**config.mk**
```make
export PLATFORM = sky130hd
export DESIGN_NAME = branch_redirect
export DESIGN_NICKNAME = d
export VERILOG_FILES = /design/src/rtl/branch_redirect.sv
export SDC_FILE = /design/constraint.sdc
export NUM_CORES = 1
export LEC_CHECK = 0
export ABC_AREA = 1
export ABC_CLOCK_PERIOD_IN_PS = 3630
export CORE_MARGIN = 5
export CORE_UTILIZATION = 42
export CTS_CLUSTER_SIZE = 8
export DETAILED_ROUTE_END_ITERATION = 8
export PLACE_DENSITY_LB_ADDON = 0.1
export SLEW_MARGIN = 20
export SYNTH_ARGS = -nofsm -noshare
export SYNTH_HDL_FRONTEND = slang
export SYNTH_SLANG_ARGS = --single-unit
```
**constraint.sdc**
```tcl
create_clock -name clk -period 3.63 [get_ports clk]
set_input_delay 0.5445 -clock clk [delete_from_list [all_inputs] [get_ports clk]]
set_output_delay 0.5445 -clock clk [all_outputs]
set_load 0.01 [all_outputs]
```
**src/rtl/branch_redirect.sv**
```systemverilog
// ----------------------------------------------------------------------------
// branch_redirect
//   Execute-side branch/jump resolver paired with the fetch stage. Resolves a
//   decoded control-flow instruction, issues a one-cycle redirect with the
//   target PC, then squashes the SHADOW wrong-path instructions that fetch had
//   already delivered. Also produces the JAL/JALR link writeback and a sticky
//   misaligned-target error.
//
// Ports
//   clk, reset          : clock, synchronous active-high reset
//   in_valid            : instruction fields valid this cycle
//   in_pc, in_imm       : instruction PC and sign-extended immediate
//   in_rs1_val/rs2_val  : register operands
//   in_funct3           : branch condition (RV32I encoding)
//   in_is_branch/jal/jalr : instruction type (priority jal > jalr > branch)
//   redirect/redirect_pc: one-cycle redirect pulse and its target
//   squash              : current in_valid instruction is wrong-path
//   link_we/link_data   : link writeback strobe and in_pc+4
//   misalign_err        : sticky misaligned-target flag
//   taken_count         : number of redirects issued (wraps)
// ----------------------------------------------------------------------------
module branch_redirect #(
    parameter int XLEN   = 32,
    parameter int SHADOW = 2,
    parameter int CNTW   = 16
) (
    input  logic            clk,
    input  logic            reset,
    input  logic            in_valid,
    input  logic [XLEN-1:0] in_pc,
    input  logic [XLEN-1:0] in_imm,
    input  logic [XLEN-1:0] in_rs1_val,
    input  logic [XLEN-1:0] in_rs2_val,
    input  logic [2:0]      in_funct3,
    input  logic            in_is_branch,
    input  logic            in_is_jal,
    input  logic            in_is_jalr,
    output logic            redirect,
    output logic [XLEN-1:0] redirect_pc,
    output logic            squash,
    output logic            link_we,
    output logic [XLEN-1:0] link_data,
    output logic            misalign_err,
    output logic [CNTW-1:0] taken_count
);

    typedef enum logic {
        ST_IDLE   = 1'b0,
        ST_SHADOW = 1'b1
    } state_t;

    localparam logic [2:0] SHADOW_INIT = 3'(SHADOW);

    state_t          state_q, state_d;
    logic [2:0]      shadow_cnt_q, shadow_cnt_d;
    logic            redirect_q, redirect_d;
    logic [XLEN-1:0] redirect_pc_q, redirect_pc_d;
    logic            link_we_q, link_we_d;
    logic [XLEN-1:0] link_data_q, link_data_d;
    logic            misalign_q, misalign_d;
    logic [CNTW-1:0] taken_count_q, taken_count_d;

    logic signed [XLEN-1:0] rs1_s;
    logic signed [XLEN-1:0] rs2_s;
    logic                   cond_true;
    logic                   is_jump;
    logic                   take;
    logic [XLEN-1:0]        target;

    assign rs1_s = in_rs1_val;
    assign rs2_s = in_rs2_val;

    // Branch condition; funct3 010/011 are reserved and simply never taken.
    always_comb begin
        cond_true = 1'b0;
        case (in_funct3)
            3'b000:  cond_true = (in_rs1_val == in_rs2_val);
            3'b001:  cond_true = (in_rs1_val != in_rs2_val);
            3'b100:  cond_true = (rs1_s <  rs2_s);
            3'b101:  cond_true = (rs1_s >= rs2_s);
            3'b110:  cond_true = (in_rs1_val <  in_rs2_val);
            3'b111:  cond_true = (in_rs1_val >= in_rs2_val);
            default: cond_true = 1'b0;
        endcase
    end

    // JAL wins over JALR, so only a lone JALR uses the register-relative target.
    always_comb begin
        is_jump = in_is_jal | in_is_jalr;
        take    = is_jump | (in_is_branch & cond_true);
        if (!in_is_jal && in_is_jalr) begin
            target = (in_rs1_val + in_imm) & ~XLEN'(1);
        end else begin
            target = in_pc + in_imm;
        end
    end

    always_comb begin
        state_d       = state_q;
        shadow_cnt_d  = shadow_cnt_q;
        redirect_d    = 1'b0;
        redirect_pc_d = redirect_pc_q;
        link_we_d     = 1'b0;
        link_data_d   = link_data_q;
        misalign_d    = misalign_q;
        taken_count_d = taken_count_q;

        case (state_q)
            ST_IDLE: begin
                if (in_valid && take) begin
                    if (target[1:0] != 2'b00) begin
                        misalign_d = 1'b1;
                    end else begin
                        redirect_d    = 1'b1;
                        redirect_pc_d = target;
                        taken_count_d = taken_count_q + CNTW'(1);
                        state_d       = ST_SHADOW;
                        shadow_cnt_d  = SHADOW_INIT;
                        if (is_jump) begin
                            link_we_d   = 1'b1;
                            link_data_d = in_pc + XLEN'(4);
                        end
                    end
                end
            end
            ST_SHADOW: begin
                // Only delivered (valid) wrong-path instructions consume the shadow.
                if (in_valid) begin
                    shadow_cnt_d = shadow_cnt_q - 3'd1;
                    if (shadow_cnt_q == 3'd1) begin
                        state_d = ST_IDLE;
                    end
                end
            end
            default: state_d = ST_IDLE;
        endcase
    end

    always_ff @(posedge clk) begin
        if (reset) begin
            state_q       <= ST_IDLE;
            shadow_cnt_q  <= 3'd0;
            redirect_q    <= 1'b0;
            redirect_pc_q <= '0;
            link_we_q     <= 1'b0;
            link_data_q   <= '0;
            misalign_q    <= 1'b0;
            taken_count_q <= '0;
        end else begin
            state_q       <= state_d;
            shadow_cnt_q  <= shadow_cnt_d;
            redirect_q    <= redirect_d;
            redirect_pc_q <= redirect_pc_d;
            link_we_q     <= link_we_d;
            link_data_q   <= link_data_d;
            misalign_q    <= misalign_d;
            taken_count_q <= taken_count_d;
        end
    end

    assign squash       = (state_q == ST_SHADOW) & in_valid;
    assign redirect     = redirect_q;
    assign redirect_pc  = redirect_pc_q;
    assign link_we      = link_we_q;
    assign link_data    = link_data_q;
    assign misalign_err = misalign_q;
    assign taken_count  = taken_count_q;

endmodule

```
==> metrics.md, run 1 <==
| Metric | Value |
|---|---|
| Top cell type's share of synthesized area | 19.3% |
| CTS root buffer | clkbuf_16 |
| Row cnt | between 50 and 60 |
| Vias in the first global route | 9236 |
| CP Capture Point | redirect_pc[26] |
| CP max FO | 3 |
| Worst skew pair latency | 0.34 ns |
| GP Congestion | between 0.9 and 1 |
| Syn avg cell area | approximately 6.2 um2 |
| CTS sink cnt | between 80 and 90 |
| Critical Path End Type | register |
| CP Data Required Time | between 3 and 4 ns |
| Slowest stage delay, CP | slightly above 0.5 ns |
| H-tree Lvls | 3 |
| Number of detailed-route iterations in the first pass | 5 |
| Die width | ~160 um |
| Clock slew at reported path FFs | around 0.07 ns |
| Total grt overflow | 0 |
| Reg2reg end | taken_count[14] |
| Mux share of post-synthesis cell area | 0% |
| DRT antenna net count | 0 |
| Crit Path Class | primary input to register |
| RSZ-0062 raised after global routing | false |
| DR DRC count | 0 |
| Layout cells sized above 1 | 4.10% |
| Post-DP HPWL | roughly 25000 um |
| Initial Utilization | a little over two fifths |
| XOR/XNOR share of the synthesized area | under 10% |
| Setup Buffers After CTS | 0 |
| Min Tclk post-route | between 3 and 4 ns |
| Port Buffers | 220 |
| Adder-Cell Fraction of Synth Area | 13.9% |
| Die area | around 25000 um2 |
| Setup violations, final | 0 |
| Diodes inserted | 0 |
| Status | completed |
| # IOs | 221 |
| Crit share post-route | a little under nine tenths |
| Synth area leader | dfxtp_1 |
| Critical-path cell list | clkdlybuf4s50_1 -> ha_1 -> inv_1 -> fa_1 -> inv_1 -> nand2_1 -> nand2_1 -> o21ai_1 -> o21a_1 -> o21ai_1 -> a21boi_0 -> o21ai_1 -> nand2_1 -> nand2_1 -> nand2_1 -> nand3_1 -> nand2_1 -> nor2_1 -> nor2_1 |
| P_leak | 5.56 nW |
| Crit path launch type | primary input |
| Via density | slightly above 5 |
| Worst r2r path cells | 7 |
| Longest Clk Path Bufs | 2 |
| Resized Gates After CTS | 0 |
| Worst hold slack | 0.458 ns |
| Slew @ Worst Pin | 0.813 ns |
| DR WL/cell | around 15 um |
| Initial antenna violation count | 0 |
| Synthesis Warnings | 0 |
| Critical path arrival | around 3.4 ns |
| Setup TNS Final | 0 ns |
| Syn Inst Count | 1461 |
| # hold bufs at CTS | 0 |
| Switching Share | between 30% and 40% |
| Num CTS Buffers | 9 |
| Worst setup startpoint | in_imm[0] |
| Most used cell, CP | nand2_1 |
| Comb pwr share | approximately 40% |
| Post-synth top flop | dfxtp_1 |
| Mapped Area | about 9000 um2 |
| Core area | approximately 21000 um2 |
| Slew Viols, Final | 0 |
| Routed via count | 10100 |
| Post-synth EDFFs | 0 |
| Die height | 157 um |
| Global-route wire length before repair | roughly 47000 um |
| Worst hold-check path type | register to register |
| Origin of the critical flop-to-flop path | taken_count[0] |
| Switch Pwr | about 1.2 mW |
| Layout area overhead | 31.6% |
| Clk network pwr share | ~28% |
| Post-Synth Simple-Gate Area | 32.7% |
| Complex-gate fraction of the synthesized area | a little under a fifth |
| Largest net degree at the start of global routing | 48 |
| Internal power | 2.16 mW |
| CTS tree | yes |
| Synth Net Count | between 1500 and 2000 |
| Largest family of logic cells by synthesized area | simple AND/OR/NAND/NOR gates |
| Register bit total from synthesis | 87 |
| Relative slew slack | a little under half |
| Max VDD drop | 0.000203 V |
| Sequential share of power | between 30 and 40% |
| Final Core Density | a little under three fifths |
| Total track usage | a little under a quarter |
| Async set-reset flop share out of synthesis | 0% |
| Top post-synthesis cells by area | dfxtp_1, ha_1, nand2_1 |
| Register area share after synthesis | 19.3% |
| Register-to-register setup slack | approximately 1.8 ns |
| Max-cap violations | 0 |
| Post-route clock skew | a little under 0.007 ns |
| Initial DRC count | around 540 |
| Final wirelength | ~30000 um |
| Layout net count | 1915 |
| Design Power | about 3.4 mW |
| Critical-path cell with the highest stage delay | clkdlybuf4s50_1 |
| Netlist cell types | 46 |
| Maximum clock frequency | approximately 0.32 GHz |
| P per Cell Area | between 200 and 300 nW/um2 |
| Hold Fails Final Rpt | 0 |
-- layout by cell type (no fill, tap or decap), types with 3 or more instances in the layout --
| cell type | count |
|---|---|
| o21ai_0 | 114 |
| clkbuf_16 | 9 |
| nor4_1 | 7 |
| a221oi_1 | 5 |
| a21o_1 | 14 |
| a21boi_0 | 4 |
| ha_1 | 97 |
| xnor2_1 | 26 |
| nand4_1 | 35 |
| o21a_1 | 7 |
| nor3_1 | 34 |
| nand3b_1 | 5 |
| a21oi_1 | 120 |
| a31oi_1 | 5 |
| nand2_1 | 319 |
| dfxtp_1 | 87 |
| inv_1 | 196 |
| a21oi_2 | 6 |
| xor2_1 | 32 |
| nand3_1 | 71 |
| o21ai_1 | 6 |
| buf_4 | 14 |
| nand2_2 | 11 |
| clkinvlp_4 | 3 |
| nor2_2 | 4 |
| buf_12 | 5 |
| or2_2 | 7 |
| nor2_1 | 186 |
| o21bai_1 | 7 |
| clkdlybuf4s50_1 | 220 |
-- cell usage after synthesis, types with 6 or more instances --
library cell and number:
a21o_1 14, xnor2_1 26, nand3_1 71, a21oi_2 6, dfxtp_1 87, nand4_1 35
o21ai_0 114, nor4_1 7, nand2_1 319, o21bai_1 7, inv_1 196, ha_1 97
o21a_1 7, nand2_2 11, xor2_1 32, clkbuf_1 18, nor2_1 186, nor3_1 34
a21oi_1 120, or2_2 7, o21ai_1 6
-- cell type report --
type	instances	area [um2]
fill	2139	9200
multi-input combinational	1144	6360
timing repair buffer	239	2410
sequential	87	1740
inverter	198	743
tap	275	344
clock buffer	9	225
clock inverter	6	70.1
-- registers in the layout (all words and copies together) (netlist names) --
name / cells
link_data: 32
redirect_pc: 32
taken_count: 16
shadow_cnt_q: 3
link_we: 1
misalign_err: 1
redirect: 1
state_q: 1
-- power by group through the flow --
stage	sequential, mW	combinational, mW	clock, mW
2_1_floorplan	1.10	0.796	0
3_3_place_gp	1.08	1.38	0
3_5_place_dp	1.08	1.39	0
4_1_cts	1.06	1.40	0.959
5_1_grt	1.07	1.56	0.991
6_report	1.06	1.40	0.936
-- critical path: cells and delay by family --
kind / cells / cell delay (ns)
buffers and inverters: 3 / 0.67
AND/OR/NAND/NOR: 9 / 0.60
adder cells (fa/ha/maj): 2 / 0.56
AO/OA/AOI/OAI: 5 / 0.98
-- per-layer routing --
layer	part of all wire, %	GRT usage [%]
met4	1.4	4.71
met2	46	39.7
met1	47	34.0
met5	0	0
met3	5.8	1.88
-- worst min-delay path by stage --
stage	from	end	depth (start not counted)
2_1_floorplan	shadow_cnt_q[0]	shadow_cnt_q[0]	1
3_3_place_gp	redirect_pc[0]	redirect_pc[0]	2
3_5_place_dp	misalign_err	misalign_err	2
4_1_cts	misalign_err	misalign_err	2
5_1_grt	redirect_pc[0]	redirect_pc[0]	2
6_report	misalign_err	misalign_err	2
-- metrics by stage --
step           cell area [um2]  std cells  setup slack, ns
6_report                 11900       1958            0.507
5_1_grt                  11900       1958            0.148
4_1_cts                  11900       1958            0.534
3_5_place_dp             11600       1943            0.187
3_3_place_gp             11600       1943            0.227
2_1_floorplan             9040       1461            0.916
-- kinds of logic after synthesis --
family / Yosys count
AOI/OAI and AO/OA: 297
buffers and inverters: 230
xor gates and xnor gates: 58
DFF: 87
and+or+nand+nor: 690
adders and majority gates: 99
No activity file was read; power rests on OpenSTA's default activity.
==> run 2, diff against run 1 <==
--- a/config.mk
+++ b/config.mk
@@ -7,10 +7,11 @@
 export LEC_CHECK = 0
 export ABC_AREA = 1
 export ABC_CLOCK_PERIOD_IN_PS = 3630
-export CORE_MARGIN = 5
+export CORE_MARGIN = 2
 export CORE_UTILIZATION = 42
 export CTS_CLUSTER_SIZE = 8
 export DETAILED_ROUTE_END_ITERATION = 8
+export GPL_TIMING_DRIVEN = 1
 export PLACE_DENSITY_LB_ADDON = 0.1
 export SLEW_MARGIN = 20
 export SYNTH_ARGS = -nofsm -noshare
==> run 2 against run 1 <==
Net effect: worst setup slack better by 0.074 ns; sequential cell count stayed put; clock power rose by 1%; clock skew increased by 0.0053 ns; register-to-register slack improved by 0.04 ns; via count is 0.19% lower; combinational power barely moved; power grew 0.24%; critical endpoint unchanged.
==> metrics.md, run 2 (synthesized netlist as in run 1, its figures left out) <==
| Metric | Value |
|---|---|
| Slew Viols, Final | 0 (unchanged) |
| P_leak | 5.57 nW (was 5.56 nW) |
| Crit path launch type | primary input (unchanged) |
| P per Cell Area | 286 nW/um2 (was 285 nW/um2) |
| Post-DP HPWL | 24700 um (was 25400 um) |
| Cell family with most CP delay | compound AO/OA/AOI/OAI gates (unchanged) |
| Maximum clock frequency | 0.328 GHz (was 0.320 GHz) |
| Critical-path cell list | clkdlybuf4s50_1 -> ha_1 -> inv_1 -> fa_1 -> inv_1 -> nand2_1 -> nand2_1 -> o21ai_1 -> o21a_1 -> o21ai_1 -> a21boi_0 -> o21ai_1 -> nand2_1 -> nand2_1 -> nand2_1 -> nand3_1 -> nand2_1 -> nor2_1 -> nor2_1 (unchanged) |
| Via density | 5.16 (was 5.17) |
| Total track usage | 26.1% (was 23.8%) |
| # IOs | 221 (unchanged) |
| Setup Buffers After CTS | 0 (unchanged) |
| Vias in the first global route | 9442 (was 9236) |
| Max-cap violations | 0 (unchanged) |
| Setup violations, final | 0 (unchanged) |
| Worst skew pair latency | 0.36 ns (was 0.34 ns) |
| H-tree Lvls | 3 (unchanged) |
| Commonest cells after routing, fill and taps aside | nand2_1, clkdlybuf4s50_1, inv_1 (unchanged) |
| CP Data Required Time | 3.88 ns (was 3.86 ns) |
| Critical path arrival | 3.30 ns (was 3.35 ns) |
| Initial Utilization | 42.9% (unchanged) |
| Core area | 21100 um2 (unchanged) |
| CP Buf/Inv Count | 3 (unchanged) |
| DP Area | 11600 um2 (about the same) |
| Met1 Routed Length | 14100 um (about the same) |
| GP Congestion | 0.908 (was 0.902) |
| DRT antenna net count | 0 (unchanged) |
| Min Tclk post-route | 3.05 ns (was 3.12 ns) |
| WL met2 | 13300 um (was 14000 um) |
| Largest net degree at the start of global routing | 46 (was 48) |
| Setup TNS Final | 0 ns (unchanged) |
| Total grt overflow | 0 (unchanged) |
| Resized Gates After CTS | 0 (unchanged) |
| Most common cell after layout, fill and taps aside | nand2_1 (unchanged) |
| CP max FO | 3 (unchanged) |
| Crit share post-route | 84.0% (was 86.0%) |
| Longest Clk Path Bufs | 2 (unchanged) |
| RSZ-0062 raised after global routing | false (unchanged) |
| # hold bufs at CTS | 0 (unchanged) |
| Fillers | 2140 (was 2139) |
| Hold Fails Final Rpt | 0 (unchanged) |
| Initial antenna violation count | 0 (unchanged) |
| Max VDD drop | 0.000211 V (was 0.000203 V) |
| Finished Layout Cells | 1961 (was 1958) |
| Port Buffers | 220 (unchanged) |
| Row cnt | 53 (unchanged) |
| Crit Path Class | primary input to register (unchanged) |
| CTS sink cnt | 87 (unchanged) |
| Final wirelength | 29600 um (was 30300 um) |
| Worst hold-check path type | register to register (unchanged) |
| Slew @ Worst Pin | 0.814 ns (was 0.813 ns) |
| Design area | 11900 um2 (about the same) |
| Layout area overhead | 31.7% (was 31.6%) |
| Routed via count | 10100 (about the same) |
| Highest metal used | met4 (unchanged) |
| Relative slew slack | 45.6% (was 45.7%) |
| Num CTS Buffers | 9 (unchanged) |
| Diodes inserted | 0 (unchanged) |
| Number of detailed-route iterations in the first pass | 5 (unchanged) |
| Die height | 151 um (was 157 um) |
| Initial DRC count | 462 (was 536) |
| DR DRC count | 0 (unchanged) |
| Die width | 151 um (was 157 um) |
| Final worst slack | 0.581 ns (was 0.507 ns) |
| Critical-path cell with the highest stage delay | clkdlybuf4s50_1 (unchanged) |
| Global-route wire length before repair | 46800 um (was 47300 um) |
| Layout cells sized above 1 | 4.27% (was 4.10%) |
| Status | completed (unchanged) |
| Post-route clock skew | 0.0122 ns (was 0.00686 ns) |
| Slowest stage delay, CP | 0.51 ns (about the same) |
| Inst Count DP | 1946 (was 1943) |
| Met3 wire len | 1620 um (was 1760 um) |
| CTS tree | yes (unchanged) |
| DR WL/cell | 15.1 um (was 15.5 um) |
| Die area | 22700 um2 (was 24600 um2) |
| Most used cell, CP | nand2_1 (unchanged) |
| Clock slew at reported path FFs | 0.07 ns (about the same) |
| Layout net count | 1918 (was 1915) |
| Critical Path End Type | register (unchanged) |
| CTS root buffer | clkbuf_16 (unchanged) |
| Place WS | 0.194 ns (was 0.187 ns) |
[run 2: area by class of cell]
class                      count  area (um2)  share of cell area, %
multi-input combinational   1144        6360                   53.4
timing repair buffer         242        2420                   20.3
sequential                    87        1740                   14.6
inverter                     198         743                   6.24
tap                          275         344                   2.89
clock buffer                   9         225                   1.89
clock inverter                 6        70.1                  0.589
[run 2: layer usage]
layer	GRT usage (%)	up-vias
li1	-	5291
met1	35.9	4506
met2	43.4	276
met3	2.36	39
met4	7.24	0
met5	0	-
[run 2: worst paths after layout]
path	startpoint	to	slack [ns]	depth (start not counted)
setup / recovery	in_imm[0]	redirect_pc[26]	0.58	19
hold / removal	misalign_err	misalign_err	0.46	2
setup reg to reg	taken_count[0]	taken_count[14]	1.86	7
hold reg to reg	misalign_err	misalign_err	0.46	2
[run 2: stage by stage]
| stage | hold slack, ns | power [mW] | util, % |
|---|---|---|---|
| after floorplan | 0.454 | 1.90 | - |
| after global placement | 0.440 | 2.45 | 55.0 |
| after detailed placement | 0.448 | 2.46 | 55.0 |
| after CTS | 0.458 | 3.42 | 56.4 |
| after global routing | 0.497 | 3.63 | 56.4 |
| final | 0.456 | 3.40 | 56.4 |
[run 2: power breakdown]
group | total, mW | switching [mW] | internal, mW
Combinational | 1.40 | 0.788 | 0.607
Clock | 0.950 | 0.415 | 0.535
Sequential | 1.06 | 0.0362 | 1.02
Total | 3.40 | 1.24 | 2.16
[run 2: tightest hold or removal path, cell delays in order, from the launching register on]
cell	delay (ns)
dfxtp_1	0.31
inv_1	0.05
a21oi_1	0.05
==> run 3, diff against run 2 <==
--- a/config.mk
+++ b/config.mk
@@ -6,7 +6,7 @@
 export NUM_CORES = 1
 export LEC_CHECK = 0
 export ABC_AREA = 1
-export ABC_CLOCK_PERIOD_IN_PS = 3630
+export ABC_CLOCK_PERIOD_IN_PS = 2840
 export CORE_MARGIN = 2
 export CORE_UTILIZATION = 42
 export CTS_CLUSTER_SIZE = 8
==> constraint.sdc (replaced) <==
create_clock -name clk -period 2.84 [get_ports clk]
set_input_delay 0.426 -clock clk [delete_from_list [all_inputs] [get_ports clk]]
set_output_delay 0.426 -clock clk [all_outputs]
set_load 0.01 [all_outputs]
==> run 3 against run 2 <==
Net effect: sequential share of layout area decreased by 2.2 points; worst setup slack worse by 0.50 ns; hold slack gained 0.0066 ns; clock power rose by 21%; die area unchanged; cell count is 10% higher; largest cell class unchanged; combinational power increased by 59%; critical path depth shrank 1; global-route usage grew 0.83 points; sequential power increased by 27%.
==> metrics.md, run 3 (synthesized netlist as in run 1, its figures left out) <==
| Metric | Value |
|---|---|
| Status | completed (unchanged) |
| H-tree Lvls | 3 (unchanged) |
| Routed via count | 11100 (was 10100) |
| Critical path arrival | 3.01 ns (was 3.30 ns) |
| Slew @ Worst Pin | 0.542 ns (was 0.814 ns) |
| Crit Path Class | primary input to register (unchanged) |
| Post-route clock skew | 0.00868 ns (was 0.0122 ns) |
| Commonest cells after routing, fill and taps aside | nand2_1, buf_4, clkdlybuf4s50_1 (was nand2_1, clkdlybuf4s50_1, inv_1) |
| Worst skew pair latency | 0.35 ns (was 0.36 ns) |
| Inst Count DP | 2130 (was 1946) |
| DR WL/cell | 15.1 um (about the same) |
| CTS tree | yes (unchanged) |
| Post-DP HPWL | 26200 um (was 24700 um) |
| Global-route wire length before repair | 48700 um (was 46800 um) |
| CTS sink cnt | 87 (unchanged) |
| Design area | 14000 um2 (was 11900 um2) |
| Most common cell after layout, fill and taps aside | nand2_1 (unchanged) |
| Initial DRC count | 555 (was 462) |
| Initial antenna violation count | 0 (unchanged) |
| Min Tclk post-route | around 2.8 ns |
| Critical Path End Type | register (unchanged) |
| Clock slew at reported path FFs | 0.07 ns (about the same) |
| CTS root buffer | clkbuf_16 (unchanged) |
| Total track usage | 26.9% (was 26.1%) |
| Multi-input gate area | 6850 um2 (was 6360 um2) |
| CP max FO | 6 (was 3) |
| # hold bufs at CTS | 0 (unchanged) |
| Initial Utilization | 42.9% (unchanged) |
| CP Data Required Time | 3.08 ns (was 3.88 ns) |
| Via density | 5.13 (was 5.16) |
| Layout area overhead | 55.1% (was 31.7%) |
| Largest net degree at the start of global routing | 45 (was 46) |
| Layout cells sized above 1 | 19.0% (was 4.27%) |
| GP Congestion | 0.944 (was 0.908) |
| DRT antenna net count | 0 (unchanged) |
| Finished Layout Cells | 2160 (was 1961) |
| Die area | 22700 um2 (unchanged) |
| Final Core Density | 66.5% (was 56.4%) |
| Row cnt | 53 (unchanged) |
| Maximum clock frequency | 0.362 GHz |
| Port Buffers | 220 (unchanged) |
| # IOs | 221 (unchanged) |
| Max VDD drop | 0.000280 V (was 0.000211 V) |
| Total grt overflow | 0 (unchanged) |
| Num CTS Buffers | 9 (unchanged) |
| Worst hold-check path type | register to register (unchanged) |
| Slew Viols, Final | 0 (unchanged) |
| Max-cap violations | 0 (unchanged) |
| Crit share post-route | just under 100% |
| Longest Clk Path Bufs | 2 (unchanged) |
| Crit path launch type | primary input (unchanged) |
| Layout net count | 2116 (was 1918) |
| Setup violations, final | 0 (unchanged) |
| Final wirelength | 32500 um (was 29600 um) |
| Hold Fails Final Rpt | 0 (unchanged) |
| Core area | 21100 um2 (unchanged) |
| Die height | 151 um (unchanged) |
| Die width | 151 um (unchanged) |
| Relative slew slack | 63.8% (was 45.6%) |
| P_leak | 6.92 nW (was 5.57 nW) |
| Fillers | 1971 (was 2140) |
| Setup TNS Final | 0 ns (unchanged) |
| Vias in the first global route | 10200 (was 9442) |
| DP Area | 13000 um2 (was 11600 um2) |
| P per Cell Area | 338 nW/um2 (was 286 nW/um2) |
| Storage cell area | 1740 um2 (unchanged) |
| Diodes inserted | 0 (unchanged) |
| DR DRC count | 0 (unchanged) |
| Number of detailed-route iterations in the first pass | 7 (was 5) |
==> run 3: cell types whose count changed in the layout (fill, tap and decap cells not counted), sizes merged <==
cell	previous run	this run
clkbuf	9	14
bufinv	1	0
dlymetal6s2s	0	34
nand3	73	74
inv	198	199
clkdlybuf4s50	220	186
buf	22	215
==> run 3: final timing paths <==
check,slack [ns],depth (start not counted),start,end
max,0.08,18,in_rs1_val[15],redirect
min reg2reg,0.46,2,redirect_pc[1],redirect_pc[1]
min,0.46,2,redirect_pc[1],redirect_pc[1]
max reg2reg,1.02,7,taken_count[0],taken_count[14]
==> run 3: final cells by class <==
type / count / area share (%)
multi-input cells: 1145 / 48.8
repair buffers: 439 / 29.0
flip-flops and latches: 87 / 12.4
inverters: 198 / 5.30
well taps: 275 / 2.45
clock buffers: 10 / 1.63
clock inverters: 6 / 0.366
==> run 3: through the flow <==
| step | hold WS, ns | setup slack [ns] | total power, mW |
|---|---|---|---|
| final | 0.463 | 0.0776 | 4.73 |
| after global routing | 0.490 | -0.0645 | 5.04 |
| after CTS | 0.467 | 0.0128 | 4.59 |
| after detailed placement | 0.457 | -0.411 | 3.44 |
| after global placement | 0.439 | -0.363 | 3.41 |
| after floorplan | 0.454 | 0.244 | 2.43 |
==> run 3: worst max-delay path: stages <==
cell and delay (ns):
clkdlybuf4s50_1 0.54, ha_4 0.23, a21oi_1 0.14, o21ai_0 0.14
a21oi_2 0.17, nand2_4 0.09, nand2_4 0.10, nand3_2 0.06
nand2_1 0.09, inv_1 0.05, nor2_2 0.12, nand3_2 0.14
nand2_2 0.12, nand2_4 0.08, nand3_4 0.19, nor2_4 0.07
buf_6 0.13, buf_4 0.13
==> run 3: repair_timing <==
| action | 4_1_cts | 5_1_grt |
|---|---|---|
| resized for setup | 5 | 142 |
| cloned | 0 | 7 |
| pin swaps | 1 | 46 |
| buffers inserted | 0 | 7 |
| setup endpoints to repair | 45 | 81 |
==> run 3: report_power, final <==
part / internal (mW) / total [mW] / switching (mW)
Sequential: 1.30 / 1.35 / 0.0494
Combinational: 1.09 / 2.23 / 1.15
Clock: 0.606 / 1.15 / 0.541
Total: 3.00 / 4.73 / 1.74
==> run 3: routing by layer <==
layer	up-vias	track usage (%)	part of all wire, %
li1	5688	-	-
met1	5015	36.7	46
met2	339	45.4	47
met3	46	2.21	5.4
met4	0	7.48	2.2
met5	-	0	0
